[config.mk]
export PLATFORM = sky130hd
export DESIGN_NAME = add_share_arbiter
export DESIGN_NICKNAME = d
export VERILOG_FILES = /design/src/rtl/hlsm_pkg.sv /design/src/rtl/rr_arbiter.sv /design/src/rtl/add_share_arbiter.sv
export SDC_FILE = /design/constraint.sdc
export NUM_CORES = 1
export LEC_CHECK = 0
export CAP_MARGIN = 10
export CORE_ASPECT_RATIO = 0.9
export CORE_MARGIN = 1.5
export CORE_UTILIZATION = 47
export DETAILED_ROUTE_END_ITERATION = 8
export PLACE_DENSITY = 0.87
export SYNTH_ARGS = -nofsm -noshare
export SYNTH_HDL_FRONTEND = slang
export SYNTH_SLANG_ARGS = --single-unit
[constraint.sdc]
create_clock -name Clk -period 4.8 [get_ports Clk]
set_input_delay 0.96 -clock Clk [delete_from_list [all_inputs] [get_ports Clk]]
set_output_delay 0.96 -clock Clk [all_outputs]
set_load 0.005 [all_outputs]
[src/rtl/hlsm_pkg.sv]
// hlsm_pkg: shared types and constants for the scheduled-datapath helpers.
// Holds the shared-adder FSM state encoding, the default operand width and
// the signed saturation limits that follow from that width.
package hlsm_pkg;

    localparam int HLSM_DATA_W = 16;

    // Signed limits for the default width; the adder derives its own from its parameter.
    localparam logic [HLSM_DATA_W-1:0] HLSM_SAT_MAX = {1'b0, {(HLSM_DATA_W-1){1'b1}}};
    localparam logic [HLSM_DATA_W-1:0] HLSM_SAT_MIN = {1'b1, {(HLSM_DATA_W-1){1'b0}}};

    typedef enum logic [1:0] {
        IDLE = 2'd0,
        EXEC = 2'd1,
        RESP = 2'd2
    } state_t;

endpackage

[src/rtl/rr_arbiter.sv]
// rr_arbiter: purely combinational round-robin pick.
// The search starts at i_ptr and walks upward modulo N_REQ; the first active
// request wins. The pointer register is owned by the parent.
module rr_arbiter
    import hlsm_pkg::*;
#(
    parameter int N_REQ = 4
) (
    input  logic [N_REQ-1:0]         i_req,
    input  logic [$clog2(N_REQ)-1:0] i_ptr,
    output logic [N_REQ-1:0]         o_gnt_oh,
    output logic [$clog2(N_REQ)-1:0] o_idx,
    output logic                     o_vld
);

    localparam int IDW = $clog2(N_REQ);

    // Scan from the pointer and keep only the first active requester.
    always_comb begin
        o_gnt_oh = '0;
        o_idx    = '0;
        o_vld    = 1'b0;
        for (int i = 0; i < N_REQ; i++) begin
            if (!o_vld && i_req[(int'(i_ptr) + i) % N_REQ]) begin
                o_vld                                   = 1'b1;
                o_gnt_oh[(int'(i_ptr) + i) % N_REQ]     = 1'b1;
                o_idx                                   = IDW'((int'(i_ptr) + i) % N_REQ);
            end
        end
    end

endmodule

[src/rtl/add_share_arbiter.sv]
// add_share_arbiter: one signed adder shared by N_REQ requesters.
// Handshake: a requester holds req[k] until it sees the one-cycle gnt[k]
// pulse; operands are captured at the grant edge, and exactly one
// res_valid pulse tagged with res_id follows one cycle after gnt.
// Build option: define ADD_SAT_EN for signed saturation instead of wrap.
module add_share_arbiter
    import hlsm_pkg::*;
#(
    parameter int N_REQ  = 4,
    parameter int DATA_W = HLSM_DATA_W
) (
    input  logic                      Clk,
    input  logic                      Rst,
    input  logic [N_REQ-1:0]          req,
    input  logic [N_REQ*DATA_W-1:0]   opa,
    input  logic [N_REQ*DATA_W-1:0]   opb,
    output logic [N_REQ-1:0]          gnt,
    output logic [DATA_W-1:0]         res,
    output logic                      res_valid,
    output logic [$clog2(N_REQ)-1:0]  res_id,
    output logic                      busy,
    output logic [1:0]                dbg_state
);

    localparam int IDW = $clog2(N_REQ);

    state_t             r_state;
    state_t             w_state_next;
    logic [IDW-1:0]     r_ptr;
    logic [DATA_W-1:0]  r_a;
    logic [DATA_W-1:0]  r_b;
    logic [DATA_W-1:0]  w_res;
    logic               w_grant;
    logic [N_REQ-1:0]   w_win_oh;
    logic [IDW-1:0]     w_win_idx;
    logic               w_win_vld;

    rr_arbiter #(
        .N_REQ (N_REQ)
    ) u_rr (
        .i_req    (req),
        .i_ptr    (r_ptr),
        .o_gnt_oh (w_win_oh),
        .o_idx    (w_win_idx),
        .o_vld    (w_win_vld)
    );

    // Next state: arbitrate in IDLE and RESP, EXEC always moves on to RESP.
    always_comb begin
        w_state_next = r_state;
        w_grant      = 1'b0;
        case (r_state)
            IDLE: begin
                if (w_win_vld) begin
                    w_grant      = 1'b1;
                    w_state_next = EXEC;
                end
            end
            EXEC: begin
                w_state_next = RESP;
            end
            RESP: begin
                if (w_win_vld) begin
                    w_grant      = 1'b1;
                    w_state_next = EXEC;
                end else begin
                    w_state_next = IDLE;
                end
            end
            default: begin
                w_state_next = IDLE;
            end
        endcase
    end

`ifdef ADD_SAT_EN
    localparam logic [DATA_W-1:0] L_SAT_MAX = {1'b0, {(DATA_W-1){1'b1}}};
    localparam logic [DATA_W-1:0] L_SAT_MIN = {1'b1, {(DATA_W-1){1'b0}}};
    logic [DATA_W:0] w_sum_ext;

    // Add with one guard bit; a guard/sign disagreement means overflow, clamp by direction.
    always_comb begin
        w_sum_ext = {r_a[DATA_W-1], r_a} + {r_b[DATA_W-1], r_b};
        if (w_sum_ext[DATA_W] != w_sum_ext[DATA_W-1]) begin
            w_res = w_sum_ext[DATA_W] ? L_SAT_MIN : L_SAT_MAX;
        end else begin
            w_res = w_sum_ext[DATA_W-1:0];
        end
    end
`else
    // Plain two's-complement add, wrapping like the existing datapaths.
    always_comb begin
        w_res = r_a + r_b;
    end
`endif

    // State, pointer, operand capture and the gnt/res_valid pulses.
    always_ff @(posedge Clk) begin
        if (Rst) begin
            r_state   <= IDLE;
            r_ptr     <= '0;
            r_a       <= '0;
            r_b       <= '0;
            gnt       <= '0;
            res       <= '0;
            res_valid <= 1'b0;
            res_id    <= '0;
        end else begin
            r_state   <= w_state_next;
            gnt       <= '0;
            res_valid <= 1'b0;
            if (w_grant) begin
                gnt    <= w_win_oh;
                r_a    <= opa[w_win_idx*DATA_W +: DATA_W];
                r_b    <= opb[w_win_idx*DATA_W +: DATA_W];
                res_id <= w_win_idx;
                r_ptr  <= (w_win_idx == IDW'(N_REQ-1)) ? '0 : w_win_idx + 1'b1;
            end
            if (r_state == EXEC) begin
                res       <= w_res;
                res_valid <= 1'b1;
            end
        end
    end

    assign busy      = (r_state == EXEC) || (r_state == RESP);
    assign dbg_state = r_state;

endmodule

== Word-level counts from Yosys, hierarchy flattened ==
Index checks and enable logic that the tools add are counted.
Widths: inputs -> output; s select.
Word-level totals
  register bits: 59
  output and inout port bits: 26
Cells by class
  add/sub/neg operators: 5
  order comparisons: 8
  eq/ne operators: 4
  shift operators: 2
  muxes and demuxes: 38
  bitwise logic cells: 7
  reduce and logical (&&, ||, !) cells: 17
Operators by type and width (count)
  $shiftx 64x7->16: 2
  $mux 1: 19
  $add 16x16->16: 1
  $mux 4: 4
  $lt 3x4->1 const B: 3
  $mux 2: 6
  $or 4x4->4: 3
  $reduce_or 2->1: 5
  $ge 3x1->1 const B: 3
  $bmux 1 s2: 4
  $demux 1 s2: 4
  $logic_and 1x1->1: 7
  $pmux 2 s3: 1
  $add 2x1->2 const B: 2
  $add 2x2->2 const B: 2
  $eq 2x2->1 const B: 2
  $and 1x1->1 const A: 3
  $logic_not 1->1: 3
  $lt 2x3->1 const B: 1
  $eq 2x1->1 const B: 1
  $ge 2x1->1 const B: 1
  $logic_not 2->1: 1
  $ne 2x1->1 const B: 1
  $logic_or 1x1->1: 1
  $not 1->1: 1

== Longest topological paths before layout ==
  depth after elaboration: 18
  mapped depth: 17
  depth with buffers taken out: 9

== Cells and area by module ==
Synthesis repeated with hierarchy kept, for this count alone.
Second synthesis, totals
  cell total of the unflattened synthesis: 440
  area total of the unflattened synthesis: 4067.7 um^2
By module, submodules not included
  add_share_arbiter: times used 1, cells an instance 395, area each 3648.5 um^2
  rr_arbiter: times used 1, cells an instance 45, area each 419.2 um^2

== Worst setup path before layout ==
OpenSTA, ideal clock, no wires.
  path type: flip-flop to flip-flop
  start point: register r_ptr[0]
  end point: register r_ptr[0]
  arrival: 3.752 ns
  setup slack: 0.977 ns
  stages on the path, launching flop included: 18
  path buffers: 8
  period minus slack after synthesis: 3.823 ns
  cells stage by stage: dfxtp_1 buf_6 clkbuf_1 inv_2 buf_1 ha_1 buf_2 mux4_2 nor2b_1 buf_6 or2_0 clkbuf_1 mux2_2 buf_6 buf_4 ha_1 or3_1 a21oi_1
On the way
  word-level cells in the longest chain between the ends: 14
  elaborated cells between the ends (all ways): 33
Ends and longest elaborated chain
  from (decl): line add_share_arbiter.sv:29  | logic [IDW-1:0] r_ptr;
  from (signal assigned): line add_share_arbiter.sv:117  | r_ptr <= (w_win_idx == IDW'(N_REQ-1)) ? '0 : w_win_idx + 1'b1;
  $add 2x1->2 / $bmux 1 s2 (equally long branches): line rr_arbiter.sv:24, rr_arbiter.sv:27
  $bmux 1 s2 / $mux 1 (equally long branches): line rr_arbiter.sv:24  | if (!o_vld && i_req[(int'(i_ptr) + i) % N_REQ]) begin
  $mux 1 (implied by the code): line rr_arbiter.sv:24
  $mux 1 (implied by the code) / $logic_not 1->1 (equally long branches): line rr_arbiter.sv:24
  $logic_and 1x1->1: line rr_arbiter.sv:24
  $mux 1: line rr_arbiter.sv:24
  $logic_not 1->1: line rr_arbiter.sv:24
  $logic_and 1x1->1: line rr_arbiter.sv:24
  $mux 1: line rr_arbiter.sv:24
  $logic_not 1->1: line rr_arbiter.sv:24
  $logic_and 1x1->1: line rr_arbiter.sv:24
  $mux 2 (*): line rr_arbiter.sv:24
  named net u_rr.o_idx[0]: line rr_arbiter.sv:12  | output logic [$clog2(N_REQ)-1:0] o_idx,
  $add 2x1->2 / $eq 2x2->1 (equally long branches): line add_share_arbiter.sv:117
  $mux 2 (*): line add_share_arbiter.sv:117
Mark *: on every way through the listed nets, which the timed path passes. The rest lies on a longest branch. The select of a mux whose other input is x is not followed.
A chain may end at the register's enable or synchronous reset.

== Final worst setup path ==
  start point: register r_ptr[1]
  end point: register r_ptr[0]
On the way
  word-level cells in the longest chain between the ends: 14
  elaborated cells between the ends (all ways): 33
Ends and longest elaborated chain (line)
  $add 2x1->2 / $bmux 1 s2 (equally long branches): rr_arbiter.sv:24, rr_arbiter.sv:27
  $bmux 1 s2 / $mux 1 (equally long branches): rr_arbiter.sv:24
  $mux 1 (implied by the code): rr_arbiter.sv:24
  $mux 1 (implied by the code) / $logic_not 1->1 (equally long branches): rr_arbiter.sv:24
  $logic_and 1x1->1: rr_arbiter.sv:24
  $mux 1: rr_arbiter.sv:24
  $logic_not 1->1: rr_arbiter.sv:24
  $logic_and 1x1->1: rr_arbiter.sv:24
  $mux 1: rr_arbiter.sv:24
  $logic_not 1->1: rr_arbiter.sv:24
  $logic_and 1x1->1: rr_arbiter.sv:24
  $mux 2 / $mux 1 (equally long branches): rr_arbiter.sv:24
  $add 2x1->2 (tied with other cells): add_share_arbiter.sv:117
  $mux 2 / $mux 1 (equally long branches)
Several ways; a longest one is shown, not always the timed one. The select of a mux whose other input is x is not followed.

==> flow_summary.html <==
<table>
<tr><th>Metric</th><th>Value</th></tr>
<tr><th colspan="2">Outcome</th></tr>
<tr><td>Result of the run</td><td>completed</td></tr>
<tr><th colspan="2">Place</th></tr>
<tr><td>Cell area after placement</td><td>6420 µm²</td></tr>
<tr><td>Dpl ws</td><td>741 ps</td></tr>
<tr><td>DP Cell Count</td><td>831</td></tr>
<tr><td>GP Congestion</td><td>0.960</td></tr>
<tr><td>Count of input and output buffers</td><td>159</td></tr>
<tr><td>Detailed placement HPWL</td><td>12.6 mm</td></tr>
<tr><th colspan="2">Min path</th></tr>
<tr><td>Number of stages on the worst hold path</td><td>2</td></tr>
<tr><td>Worst hold path class</td><td>flip-flop to flip-flop</td></tr>
<tr><th colspan="2">Clock tree</th></tr>
<tr><td>Number of buffers between clock root and the deepest sink</td><td>2</td></tr>
<tr><td>Resize count post-CTS</td><td>0</td></tr>
<tr><td>Cell at the root of the clock tree</td><td>clkbuf_16</td></tr>
<tr><td>Clock net sink count</td><td>59</td></tr>
<tr><td>Latest clock arrival within the worst-skew pair</td><td>330 ps</td></tr>
<tr><td>Post-CTS repair timing setup buffer count</td><td>0</td></tr>
<tr><td>Clock tree from TritonCTS</td><td>yes</td></tr>
<tr><td>H-tree level count</td><td>3</td></tr>
<tr><td>Total clock buffers created by CTS</td><td>9</td></tr>
<tr><td>Clock-pin slew reported for the worst setup and hold paths after clock tree synthesis</td><td>50 ps</td></tr>
<tr><td>Count of hold buffers inserted by post-cts repair</td><td>0</td></tr>
<tr><th colspan="2">Job</th></tr>
<tr><td>Total of max-cap violations</td><td>0</td></tr>
<tr><th colspan="2">Die</th></tr>
<tr><td>Total I/O pin count</td><td>160</td></tr>
<tr><td>DIE AREA</td><td>10900 µm²</td></tr>
<tr><td>DIE HEIGHT</td><td>99.3 µm</td></tr>
<tr><td>Starting utilization of the core area</td><td>49.3%</td></tr>
<tr><td>Placement Rows</td><td>34</td></tr>
<tr><td>Horizontal extent of the die</td><td>110 µm</td></tr>
<tr><td>Core area</td><td>9830 µm²</td></tr>
<tr><th colspan="2">Worst setup path</th></tr>
<tr><td>Crit-path cells</td><td>inv_1 -&gt; ha_1 -&gt; mux2i_1 -&gt; mux2_2 -&gt; a21oi_2 -&gt; mux2_2 -&gt; ha_1 -&gt; or3_1 -&gt; a21oi_1</td></tr>
<tr><td>Stage delay of the slowest cell on the critical path</td><td>660 ps</td></tr>
<tr><td>Buffers and inverters on the worst path</td><td>1</td></tr>
<tr><td>Reg2Reg Depth</td><td>9</td></tr>
<tr><td>Critical Path Sink Type</td><td>flip-flop</td></tr>
<tr><td>Type of element launching the critical path</td><td>flip-flop</td></tr>
<tr><td>Setup Crit Path Kind</td><td>flip-flop to flip-flop</td></tr>
<tr><td>Critical Path Fanout Max</td><td>35</td></tr>
<tr><td>Worst Path Required</td><td>5050 ps</td></tr>
<tr><td>Number of cells on the critical path</td><td>9</td></tr>
<tr><td>CP max stage cell</td><td>mux2_2</td></tr>
<tr><td>Signal arrival time at the worst endpoint</td><td>4050 ps</td></tr>
<tr><td>Dominant delay contributor by cell family on the critical path</td><td>multiplexers</td></tr>
<tr><th colspan="2">Drt</th></tr>
<tr><td>Via/cell ratio</td><td>6.52</td></tr>
<tr><td>Total number of vias</td><td>5520</td></tr>
<tr><td>Number of detailed-route iterations in the first pass</td><td>5</td></tr>
<tr><td>Number of nets with antenna violations after detailed routing</td><td>0</td></tr>
<tr><td>Final Routed Wirelength</td><td>17.0 mm</td></tr>
<tr><td>Number of DRC violations after detailed routing</td><td>0</td></tr>
<tr><td>Routed WL per cell</td><td>20.1 µm</td></tr>
<tr><td>First DRT Iteration DRCs</td><td>388</td></tr>
<tr><th colspan="2">STA</th></tr>
<tr><td>Maximum operating frequency</td><td>0.263 GHz</td></tr>
<tr><td>Endpoints failing hold</td><td>0</td></tr>
<tr><td>Setup violators final</td><td>0</td></tr>
<tr><td>Unrepaired setup endpoints after global routing</td><td>false</td></tr>
<tr><td>Minimum period implied by the final worst setup slack</td><td>3800 ps</td></tr>
<tr><td>Setup WS post-layout</td><td>995 ps</td></tr>
<tr><td>Max-slew violation total from the final report</td><td>0</td></tr>
<tr><td>Final period utilization</td><td>79.3%</td></tr>
<tr><td>Clock Skew</td><td>6.58 ps</td></tr>
<tr><td>Worst slew margin relative to its limit</td><td>29.9%</td></tr>
<tr><td>Total negative setup slack</td><td>0 ps</td></tr>
<tr><td>Smallest hold slack</td><td>459 ps</td></tr>
<tr><td>Worst slew pin tran</td><td>1020 ps</td></tr>
<tr><th colspan="2">Global routing</th></tr>
<tr><td>Largest net degree at the start of global routing</td><td>109</td></tr>
<tr><td>Global-route wire length before repair</td><td>25.6 mm</td></tr>
<tr><td>Total overflow reported by the global router</td><td>0</td></tr>
<tr><td>Number of antenna violations at the first check in global routing</td><td>0</td></tr>
<tr><td>Overall fraction of global-route tracks in use</td><td>30.2%</td></tr>
<tr><td>Vias in the first global route</td><td>5051</td></tr>
<tr><th colspan="2">Synth</th></tr>
<tr><td>Syn Nets</td><td>754</td></tr>
<tr><td>Register bit count reported by yosys</td><td>59</td></tr>
<tr><td>Number of distinct library cell variants in the gate-level netlist after synthesis</td><td>54</td></tr>
<tr><td>Commonest register cell after synthesis</td><td>dfxtp_1</td></tr>
<tr><td>Share of synthesized area occupied by flip-flops and latches</td><td>24.4%</td></tr>
<tr><td>Post-synthesis instance area</td><td>4850 µm²</td></tr>
<tr><td>Count of flip-flops with a built-in enable after synthesis</td><td>0</td></tr>
<tr><td>Share of flip-flops with an asynchronous set or reset after synthesis</td><td>0%</td></tr>
<tr><td>Synth warn</td><td>0</td></tr>
<tr><td>Number of instances in the synthesized netlist</td><td>594</td></tr>
<tr><td>Average size of a mapped cell</td><td>8.16 µm²</td></tr>
<tr><th colspan="2">Cells and area</th></tr>
<tr><td>Area growth from synthesis to layout</td><td>39.6%</td></tr>
<tr><td>Final Cell Area</td><td>6770 µm²</td></tr>
<tr><td>Total Nets Final</td><td>876</td></tr>
<tr><td>Share of final-layout standard cells stronger than drive strength 1</td><td>5.69%</td></tr>
<tr><td>Count of placed standard cells in the final layout, fillers left out</td><td>846</td></tr>
<tr><td>Diodes inserted</td><td>0</td></tr>
<tr><td>Filler Cells Inserted</td><td>787</td></tr>
<tr><th colspan="2">Power</th></tr>
<tr><td>Power per Cell Area</td><td>557 nW/µm²</td></tr>
<tr><td>Maximum ir drop on the vdd rail</td><td>0.000418 V</td></tr>
<tr><td>Leakage power figure</td><td>2.40 nW</td></tr>
</table>
-- flip-flops by register name, indices dropped and copies added, names as in the netlist --
name and cells:
r_a 16, r_b 16, res 16, gnt 4, dbg_state 2, r_ptr 2
res_id 2, res_valid 1
-- cell usage after synthesis (all sizes together) (2+ instances only) --
cell | count | area share, %
a211o | 3 | 0.54
a211oi | 39 | 6.0
a21o | 8 | 1.2
a21oi | 18 | 1.9
a221o | 4 | 0.83
a31oi | 2 | 0.26
a32o | 3 | 0.62
and2 | 2 | 0.26
buf | 14 | 1.9
clkbuf | 45 | 3.5
dfxtp | 59 | 24
ha | 25 | 6.5
inv | 12 | 0.93
mux2 | 5 | 1.2
mux2i | 41 | 8.5
mux4 | 4 | 1.9
nand2 | 49 | 3.8
nand2b | 2 | 0.26
nand3 | 7 | 0.72
nand3b | 32 | 5.0
nor2 | 20 | 1.5
nor2b | 3 | 0.39
nor3 | 41 | 4.2
nor4 | 2 | 0.39
o21a | 9 | 1.4
o21ai | 49 | 5.1
o221ai | 33 | 6.0
o22ai | 2 | 0.26
o311ai | 32 | 5.8
or2 | 3 | 0.39
or3 | 6 | 0.77
xnor2 | 5 | 0.90
-- logic make-up after synthesis --
kind of cell    synth area share (%)
compound gates                  32.0
xor+xnor                       0.904
fa+ha+maj                       6.87
buf+inv                         6.33
flops                           24.4
mux                             11.5
simple gates                    18.0
-- cell usage in the layout (no fill, tap or decap), types with 3 or more instances in the layout --
cell type	count
mux4_2	4
a32o_1	3
or3_1	6
ha_1	25
buf_4	11
clkbuf_16	9
nor3_1	41
a221o_1	4
o21a_1	9
dfxtp_1	58
xnor2_1	5
nor2_1	20
a211oi_1	39
o311ai_0	32
nand2_1	49
nand3_1	7
bufinv_16	3
a211o_1	3
clkdlybuf4s50_1	159
nand3b_1	32
inv_1	10
a21oi_1	17
a21o_1	8
mux2_2	5
o21ai_0	48
o221ai_1	33
mux2i_1	41
-- metal layers --
metal  routed length, µm  GRT usage [%]
met4                 423           9.49
met2                7890           48.1
met1                7030           40.9
met5                   0              0
met3                1660           5.83
-- cell type report --
class / count / area, µm² / area share, %
Clock buffer: 11 / 243 / 3.59
Clock inverter: 4 / 98.8 / 1.46
Timing Repair Buffer: 170 / 1670 / 24.7
Multi-Input combinational cell: 464 / 3360 / 49.7
Tap cell: 126 / 158 / 2.33
Sequential cell: 59 / 1180 / 17.5
Inverter: 12 / 45.0 / 0.666
-- metrics by stage --
stage	util (%)	power (W)
2_1_floorplan	-	0.00230
3_3_place_gp	65.4	0.00288
3_5_place_dp	65.4	0.00297
4_1_cts	68.8	0.00372
5_1_grt	68.8	0.00398
6_report	68.8	0.00377
-- where the power goes --
group | leakage (nW) | internal (W) | switching [W]
registers | 0.486 | 0.000661 | 0.000120
clock network | 0.166 | 0.000519 | 0.000226
logic | 1.75 | 0.000939 | 0.00130
total | 2.40 | 0.00212 | 0.00165
-- worst reg2reg max path: stages, from the launching register on --
cell and delay [ps]:
dfxtp_1 580, inv_1 160, ha_1 500, mux2i_1 220, mux2_2 610, a21oi_2 130
mux2_2 660, ha_1 360, or3_1 360, a21oi_1 140
-- path summary, 6_finish.rpt --
| path | startpoint | endpoint | slack (ps) |
|---|---|---|---|
| worst max-delay path | r_ptr[1] | r_ptr[0] | 1000 |
| worst max register to register | r_ptr[1] | r_ptr[0] | 1000 |
| worst min-delay path | res[15] | res[15] | 460 |
| worst min register to register | res[15] | res[15] | 460 |
No activity file was read; power rests on OpenSTA's default activity.
